## src/rtl/nmx1_pkg.sv

```systemverilog
// nmx1_pkg: FSM encoding and sizing constants shared by the nmx1 access arbiter
package nmx1_pkg;
  typedef enum logic [2:0] {S_IDLE, S_ISSUE, S_WAIT_ACK, S_DONE, S_FAIL} state_t;
  localparam int MAX_PEND_DEF = 32;
  localparam int PEND_W = 6;
endpackage

```

## src/rtl/nmx1_rr_grant.sv

```systemverilog
// nmx1_rr_grant: two-input round-robin grant; the last winner loses the next tie
module nmx1_rr_grant (
  input  logic       CLKin,
  input  logic       RSTin,
  input  logic [1:0] req,
  input  logic       take,
  output logic       gnt,
  output logic       any
);
  logic last;
  assign any = |req;
  assign gnt = &req ? ~last : req[1];
  // remember the winner; reset value 1 hands the first tie to requester 0
  always_ff @(posedge CLKin or negedge RSTin)
    if (!RSTin) last <= 1'b1;
    else if (take && any) last <= gnt;
endmodule

```

## src/rtl/nmx1_access_arbiter.sv

```systemverilog
// nmx1_access_arbiter: arbitrates host/DMA requests onto a single macro port with queue-depth and timeout checks
module nmx1_access_arbiter
  import nmx1_pkg::*;
#(
  parameter int TIMEOUT_CYC = 65535,
  parameter int MAX_PEND = MAX_PEND_DEF
) (
  input  logic              CLKin,
  input  logic              RSTin,
  input  logic              req0,
  input  logic              req1,
  input  logic              r_wb0,
  input  logic              r_wb1,
  input  logic [31:0]       addr0,
  input  logic [31:0]       addr1,
  input  logic [31:0]       wdata0,
  input  logic [31:0]       wdata1,
  input  logic [3:0]        sel0,
  input  logic [3:0]        sel1,
  output logic              ack0,
  output logic              ack1,
  output logic              err0,
  output logic              err1,
  output logic [31:0]       rdata,
  output logic              mac_en,
  output logic              mac_r_wb,
  output logic [31:0]       mac_di,
  output logic [31:0]       mac_ad,
  output logic [3:0]        mac_sel,
  input  logic [31:0]       mac_do,
  input  logic              mac_ack,
  output logic              busy,
  output logic [PEND_W-1:0] pend_cnt
);
  localparam int TW = $clog2(TIMEOUT_CYC + 1);
  state_t state, state_nx;
  logic gidx, gnt, any, g_wb, rej, to_hit;
  logic [TW-1:0] to_cnt;
  nmx1_rr_grant u_rr (
    .CLKin(CLKin),
    .RSTin(RSTin),
    .req  ({req1, req0}),
    .take (state == S_IDLE),
    .gnt  (gnt),
    .any  (any)
  );
  assign g_wb   = gnt ? r_wb1 : r_wb0;
  assign rej    = g_wb ? (pend_cnt == PEND_W'(MAX_PEND)) : (pend_cnt == '0);
  assign to_hit = to_cnt == TW'(TIMEOUT_CYC - 1);
  assign mac_en = state == S_ISSUE || state == S_WAIT_ACK;
  assign busy   = state != S_IDLE;
  assign ack0   = state == S_DONE && !gidx;
  assign ack1   = state == S_DONE && gidx;
  assign err0   = state == S_FAIL && !gidx;
  assign err1   = state == S_FAIL && gidx;
  // next-state: full/empty rejects bypass the macro, timeouts end in FAIL
  always_comb begin
    state_nx = state;
    case (state)
      S_IDLE:     if (any) state_nx = rej ? S_FAIL : S_ISSUE;
      S_ISSUE:    state_nx = S_WAIT_ACK;
      S_WAIT_ACK: state_nx = mac_ack ? S_DONE : to_hit ? S_FAIL : S_WAIT_ACK;
      default:    state_nx = S_IDLE;
    endcase
  end
  // state register
  always_ff @(posedge CLKin or negedge RSTin)
    if (!RSTin) state <= S_IDLE;
    else state <= state_nx;
  // latch the winner and its command on an accepted grant
  always_ff @(posedge CLKin or negedge RSTin)
    if (!RSTin) begin
      gidx     <= 1'b0;
      mac_r_wb <= 1'b0;
      mac_ad   <= '0;
      mac_di   <= '0;
      mac_sel  <= '0;
    end else if (state == S_IDLE && any) begin
      gidx <= gnt;
      if (!rej) begin
        mac_r_wb <= g_wb;
        mac_ad   <= gnt ? addr1 : addr0;
        mac_di   <= gnt ? wdata1 : wdata0;
        mac_sel  <= gnt ? sel1 : sel0;
      end
    end
  // timeout counter: cleared on issue, counts every WAIT_ACK cycle
  always_ff @(posedge CLKin or negedge RSTin)
    if (!RSTin) to_cnt <= '0;
    else if (state == S_ISSUE) to_cnt <= '0;
    else if (state == S_WAIT_ACK) to_cnt <= to_cnt + 1'b1;
  // read data is taken in the mac_ack cycle and held until the next read
  always_ff @(posedge CLKin or negedge RSTin)
    if (!RSTin) rdata <= '0;
    else if (state == S_WAIT_ACK && mac_ack && !mac_r_wb) rdata <= mac_do;
  // outstanding-entry count moves only on completed transactions
  always_ff @(posedge CLKin or negedge RSTin)
    if (!RSTin) pend_cnt <= '0;
    else if (state == S_DONE) pend_cnt <= mac_r_wb ? pend_cnt + 1'b1 : pend_cnt - 1'b1;
endmodule

```

## config.mk

```make
export PLATFORM = sky130hd
export DESIGN_NAME = nmx1_access_arbiter
export DESIGN_NICKNAME = d
export VERILOG_FILES = /design/src/rtl/nmx1_pkg.sv /design/src/rtl/nmx1_rr_grant.sv /design/src/rtl/nmx1_access_arbiter.sv
export SDC_FILE = /design/constraint.sdc
export NUM_CORES = 1
export LEC_CHECK = 0
export BUFFER_PORTS_ARGS = -buffer_cell sky130_fd_sc_hd__clkbuf_2
export CORE_MARGIN = 5
export CORE_UTILIZATION = 50
export CTS_CLUSTER_SIZE = 30
export DETAILED_ROUTE_END_ITERATION = 6
export PLACE_DENSITY = 0.9
export SLEW_MARGIN = 20
export SYNTH_ARGS = -nofsm -noshare
export SYNTH_HDL_FRONTEND = slang
export SYNTH_SLANG_ARGS = --single-unit
export TNS_END_PERCENT = 10
```

## constraint.sdc

```tcl
create_clock -name CLKin -period 4.05 [get_ports CLKin]
set_input_delay 0.6075 -clock CLKin [delete_from_list [all_inputs] [get_ports CLKin]]
set_output_delay 0.6075 -clock CLKin [all_outputs]
set_load 0.02 [all_outputs]
```

* Yosys cells after proc, flatten, opt, wreduce, memory -nomap -nowiden
Cells that the tools add are included.
Storage, ports and cells: register bits after elaboration 128, input port bits 175, output and inout bits 113, logic and storage cells 53
Operators by class: add/sub/neg operators 3, eq/ne operators 7, muxes and demuxes 14, bitwise gates (word level) 2, reductions and logical operators 17
Operator list (number):
- 32-bit 2-to-1 mux | 2
- 16-bit 2-to-1 mux | 2
- 16-bit by 1-bit adder with 16-bit output, second input constant | 1
- 16-bit equality test, second input constant | 1
- 3-bit 2-to-1 mux | 4
- 3-bit one-hot mux with 3 select lines | 1
- 1-bit logical AND | 7
- 6-bit by 1-bit adder with 6-bit output, second input constant | 1
- 3-bit by 2-bit equality test with 1-bit output, second input constant | 2
- 6-bit equality test, second input constant | 1
- 6-bit zero test | 1
- 6-bit 2-to-1 mux | 1
- 6-bit by 1-bit subtractor with 6-bit output, second input constant | 1
- 4-bit 2-to-1 mux | 1
- 2-bit AND reduction | 2
- 3-bit by 1-bit equality test with 1-bit output, second input constant | 1
- 3-bit equality test, second input constant | 1
- 3-bit zero test | 1
- 1-bit 2-to-1 mux | 3
- 3-bit nonzero test | 1
- 1-bit zero test | 2
- 2-bit != test, second input constant | 1
- 1-bit NOT | 2
- 2-bit nonzero test | 1
- 2 further kinds | 2

* Longest topological paths before layout
depth in word-level cells 7, mapped depth 9, mapped depth without buffers 7

* Cells and area by module
Synthesis repeated with hierarchy kept, for this count alone.
Second synthesis, totals: cell total of the unflattened synthesis 451, area total of the unflattened synthesis 6185.9 um^2
By module, submodules not included:
- nmx1_access_arbiter | times used 1, cells each 446, area each 6134.6 um^2, sequential area each 3178.0 um^2
- nmx1_rr_grant | times used 1, cells each 5, area each 51.3 um^2, sequential area each 26.3 um^2

* Worst setup path before layout
OpenSTA, ideal clock, no wires.
path type input to register, from in req1, to reg mac_ad[10], setup time 0.073 ns, arrival 2.228 ns, data required time 3.977 ns, setup slack 1.749 ns, stages 8, buffers on the path 3, cells stage by stage a21boi_1 -> buf_2 -> mux2i_1 -> mux2i_2 -> buf_4 -> clkbuf_1 -> a21oi_1 -> a21oi_2
On the way: longest elaborated chain between the ends 6, elaborated cells on any way between the ends 9, classes of those cells mux (4); bitwise (1); reduce/logical (4)
RTL lines:
- from (decl) | line nmx1_access_arbiter.sv:11 | input logic req1,
- 2-bit AND reduction | line nmx1_rr_grant.sv:12 | assign gnt = &req ? ~last : req[1];
- 1-bit 2-to-1 mux | line nmx1_rr_grant.sv:12
- 1-bit 2-to-1 mux | line nmx1_access_arbiter.sv:47 | assign g_wb = gnt ? r_wb1 : r_wb0;
- 1-bit 2-to-1 mux | line nmx1_access_arbiter.sv:48 | assign rej = g_wb ? (pend_cnt == PEND_W'(MAX_PEND)) : (pend_cnt == '0);
- 1-bit NOT (no source line)
- 2-bit AND reduction (no source line)
- to (signal assigned) | line nmx1_access_arbiter.sv:82 | mac_ad <= gnt ? addr1 : addr0;
- to (decl) | line nmx1_access_arbiter.sv:28 | output logic [31:0] mac_ad,
Parallel ways exist; a longest one is shown, timed or not. A chain may end at the register's enable or synchronous reset.

* Worst setup path in the final report
from reg state[1], to out mac_en
On the way: longest elaborated chain between the ends 2, elaborated cells on any way between the ends 3, classes of those cells eq/ne (2); reduce/logical (1)
RTL lines:
- from (decl) | line nmx1_access_arbiter.sv:36 | state_t state, state_nx;
- from (signal assigned) | line nmx1_access_arbiter.sv:69 | else state <= state_nx;
- 3-bit by 1-bit equality test with 1-bit output or 3-bit by 2-bit equality test with 1-bit output (tied branches) | line nmx1_access_arbiter.sv:50 | assign mac_en = state == S_ISSUE || state == S_WAIT_ACK;
- 1-bit logical OR (*) | line nmx1_access_arbiter.sv:50
- to (decl) | line nmx1_access_arbiter.sv:25 | output logic mac_en,
Mark *: on every way between the ends. The rest lies on a longest branch, timed or not.

==> metrics.txt <==
outcome finished, final reports clean; Die X roughly 120 um; CTS tree done; CTS resizes 0; Post-DP Area 0.00755 mm^2; final net count 994; full die area approximately 0.014 mm^2; worst vdd ir between 0.0004 and 0.0005 V; DR iter-0 viols 460; clock skew ~0.016 ns; crit-path max FO 12; #FFs+latches synth 128; Clock Pin Slew Worst Setup and Hold Paths roughly 0.060 ns; cell count after placement between 900 and 1000; router iterations before antenna repair 5; Hold Crit Class primary input to asynchronous set/reset pin; slowest CP cell or3b_1; core area 0.0119 mm^2; Avg Inst Size Synth about 11 um^2; CP Class register to output pin; routability cong. 0.835; Area growth syn-to-layout 37.1%; detailed-route wire length between 15000 and 20000 um; Avg WL per Cell approximately 18 um; Std-Cell Rows 40; Clock Latency Late Sink approximately 0.43 ns; Power Total 7.03 mW; fin crit share around 65%; Initial Utilization roughly 50%; IO Pins between 200 and 300; Chip Height between 100 and 150 um; Finished Cell Area 0.00821 mm^2; hold_ws around 0.25 ns; unrepaired setup endpoints after global routing no; Final Max Slew Viols 0; Yosys warning count 0; ys flop type dfrtp_1; fin crit period ~2.6 ns; Cells after Synth around 540; Synth Cell Area about 0.006 mm^2; commonest cells after routing, fill and taps aside 286 x clkbuf_2, 132 x a21oi_1, 127 x dfrtp_1; post-synth top area share 53.1%; crit end category output pin; PortBufs roughly 290; Comb pwr share 43.8%; drt drc 0; crit path cell chain or3b_1 > and2_1 > inv_2 > clkbuf_2; r2r setup slk about 1.7 ns; Vias/cell ~5.6; CP arrival between 2 and 2.5 ns; Rel. slew slack a little under half; Clk pwr share about a quarter; largest stage delay on the critical path 0.61 ns; number of synthesized flops with an enable pin 0; Hold Violations, Final 0; largest net degree at the start of global routing between 70 and 80; post-synth top area cell dfrtp_1; Core Util, Final 69.2%; Final TNS setup 0 ns; Max clock buf depth 2; Switching Share approximately 42%; net switching power figure 2.95 mW; vias in the first global route about 5500; fmax 0.377 GHz; Worst Tran Pin Value 0.814 ns; Routed Antenna Nets 0; Internal roughly 4.1 mW; Post-Layout Cell Count 973; P_leak between 4 and 5 nW; Seq pwr share 32.3%; first-pass GRT wire length about 28000 um; worst-case reg-to-reg path depth 6; ratio of cells with drive above 1 in the final layout around two fifths; critical path data required time 3.44 ns; fraction of registers with async set or reset after synthesis between 90% and 100%; Setup Buffers After CTS 0; H-tree depth 4; commonest non-fill, non-tap cell in the layout clkbuf_2; CTS sink count ~130; fin worst setup slack approximately 1.4 ns; grt ovf 0; Hold Buf Count CTS 0; Unique masters post-synth 49; r2r startpoint u_rr.last; maxcap violations 0; root buffer cell clkbuf_16; final setup fails 0; vias 5436; Pwr per Cell Area 857 mW/mm^2; sequential cell area fraction in the yosys report 53.6%; GRT Total Usage 25.3%; synth top area cells dfrtp_1 53%, mux2i_1 12%, a21oi_1 11%; Place WS ~1.3 ns; RR Endpoint mac_di[3]; Post-Syn Nets about 720; initial antenna violation count 1; Post-DP HPWL around 13000 um; CTS Buf Count 17; CP startpoint kind register
==> layout make-up <==
class                   count  area [um^2]
fillers                   897         3660
flip-flops and latches    128         3200
multi-input cells         364         2620
repair buffers            295         1520
clock buffers              23          468
well taps                 147          184
clock inverters             9          180
inverters                   6         22.5
diodes                      1         2.50
==> worst max-delay path: cells and delay by family (launching register included) <==
family	cells	cell delay [ns]
DFF	1	0.45
and+or+nand+nor	2	0.92
buffers and inverters	2	0.25
==> state kept, by name, indices dropped and copies added, names as in the netlist, 3 cells and up <==
| signal | flops |
|---|---|
| mac_ad | 32 |
| mac_di | 32 |
| mac_sel | 4 |
| state | 3 |
| to_cnt | 16 |
| rdata | 32 |
| pend_cnt | 6 |
==> logic make-up after synthesis <==
logic type	after synthesis	share of synthesized area (%)
mux	108	18.8
simple gates	69	6.32
fa+ha+maj	7	1.59
xor+xnor	4	0.586
flops	128	53.6
buf+inv	43	3.18
compound gates	176	16.0
==> power groups by stage <==
stage          Clock, mW  Sequential (mW)  Combinational (mW)
2_1_floorplan          0             2.85                1.38
5_1_grt             1.76             2.34                3.34
4_1_cts             1.70             2.26                3.10
6_report            1.68             2.27                3.08
3_5_place_dp           0             2.26                3.08
3_3_place_gp           0             2.24                2.96
==> per-layer routing <==
| metal | track usage [%] | wire length, um | vias up |
|---|---|---|---|
| li1 | - | - | 2502 |
| met1 | 29.2 | 6750 | 2644 |
| met2 | 43.4 | 9480 | 249 |
| met3 | 8.21 | 1320 | 41 |
| met4 | 10.0 | 439 | 0 |
| met5 | 0 | 0 | - |
==> synthesized netlist by cell type (4+ instances only) <==
cell / number
a21oi_2: 10
nand3_1: 11
buf_2: 11
nand2_1: 19
clkbuf_1: 21
inv_1: 4
nand4_1: 5
a21oi_1: 132
mux2_1: 33
nor3_1: 4
o21ai_1: 15
dfrtp_1: 127
ha_1: 6
mux2i_1: 74
nor2_1: 9
==> worst max-delay path by stage <==
stage | from | to | slack (ns) | cells after the start
finish | state[1] | mac_en | 1.40 | 4
global route | state[1] | mac_en | 1.28 | 4
CTS | state[1] | mac_en | 1.38 | 4
detailed placement | req1 | mac_ad[28] | 1.33 | 7
global placement | req1 | mac_ad[29] | 1.38 | 7
floorplan | req1 | mac_ad[10] | 1.75 | 8
Power figures use the tool's default switching activity.
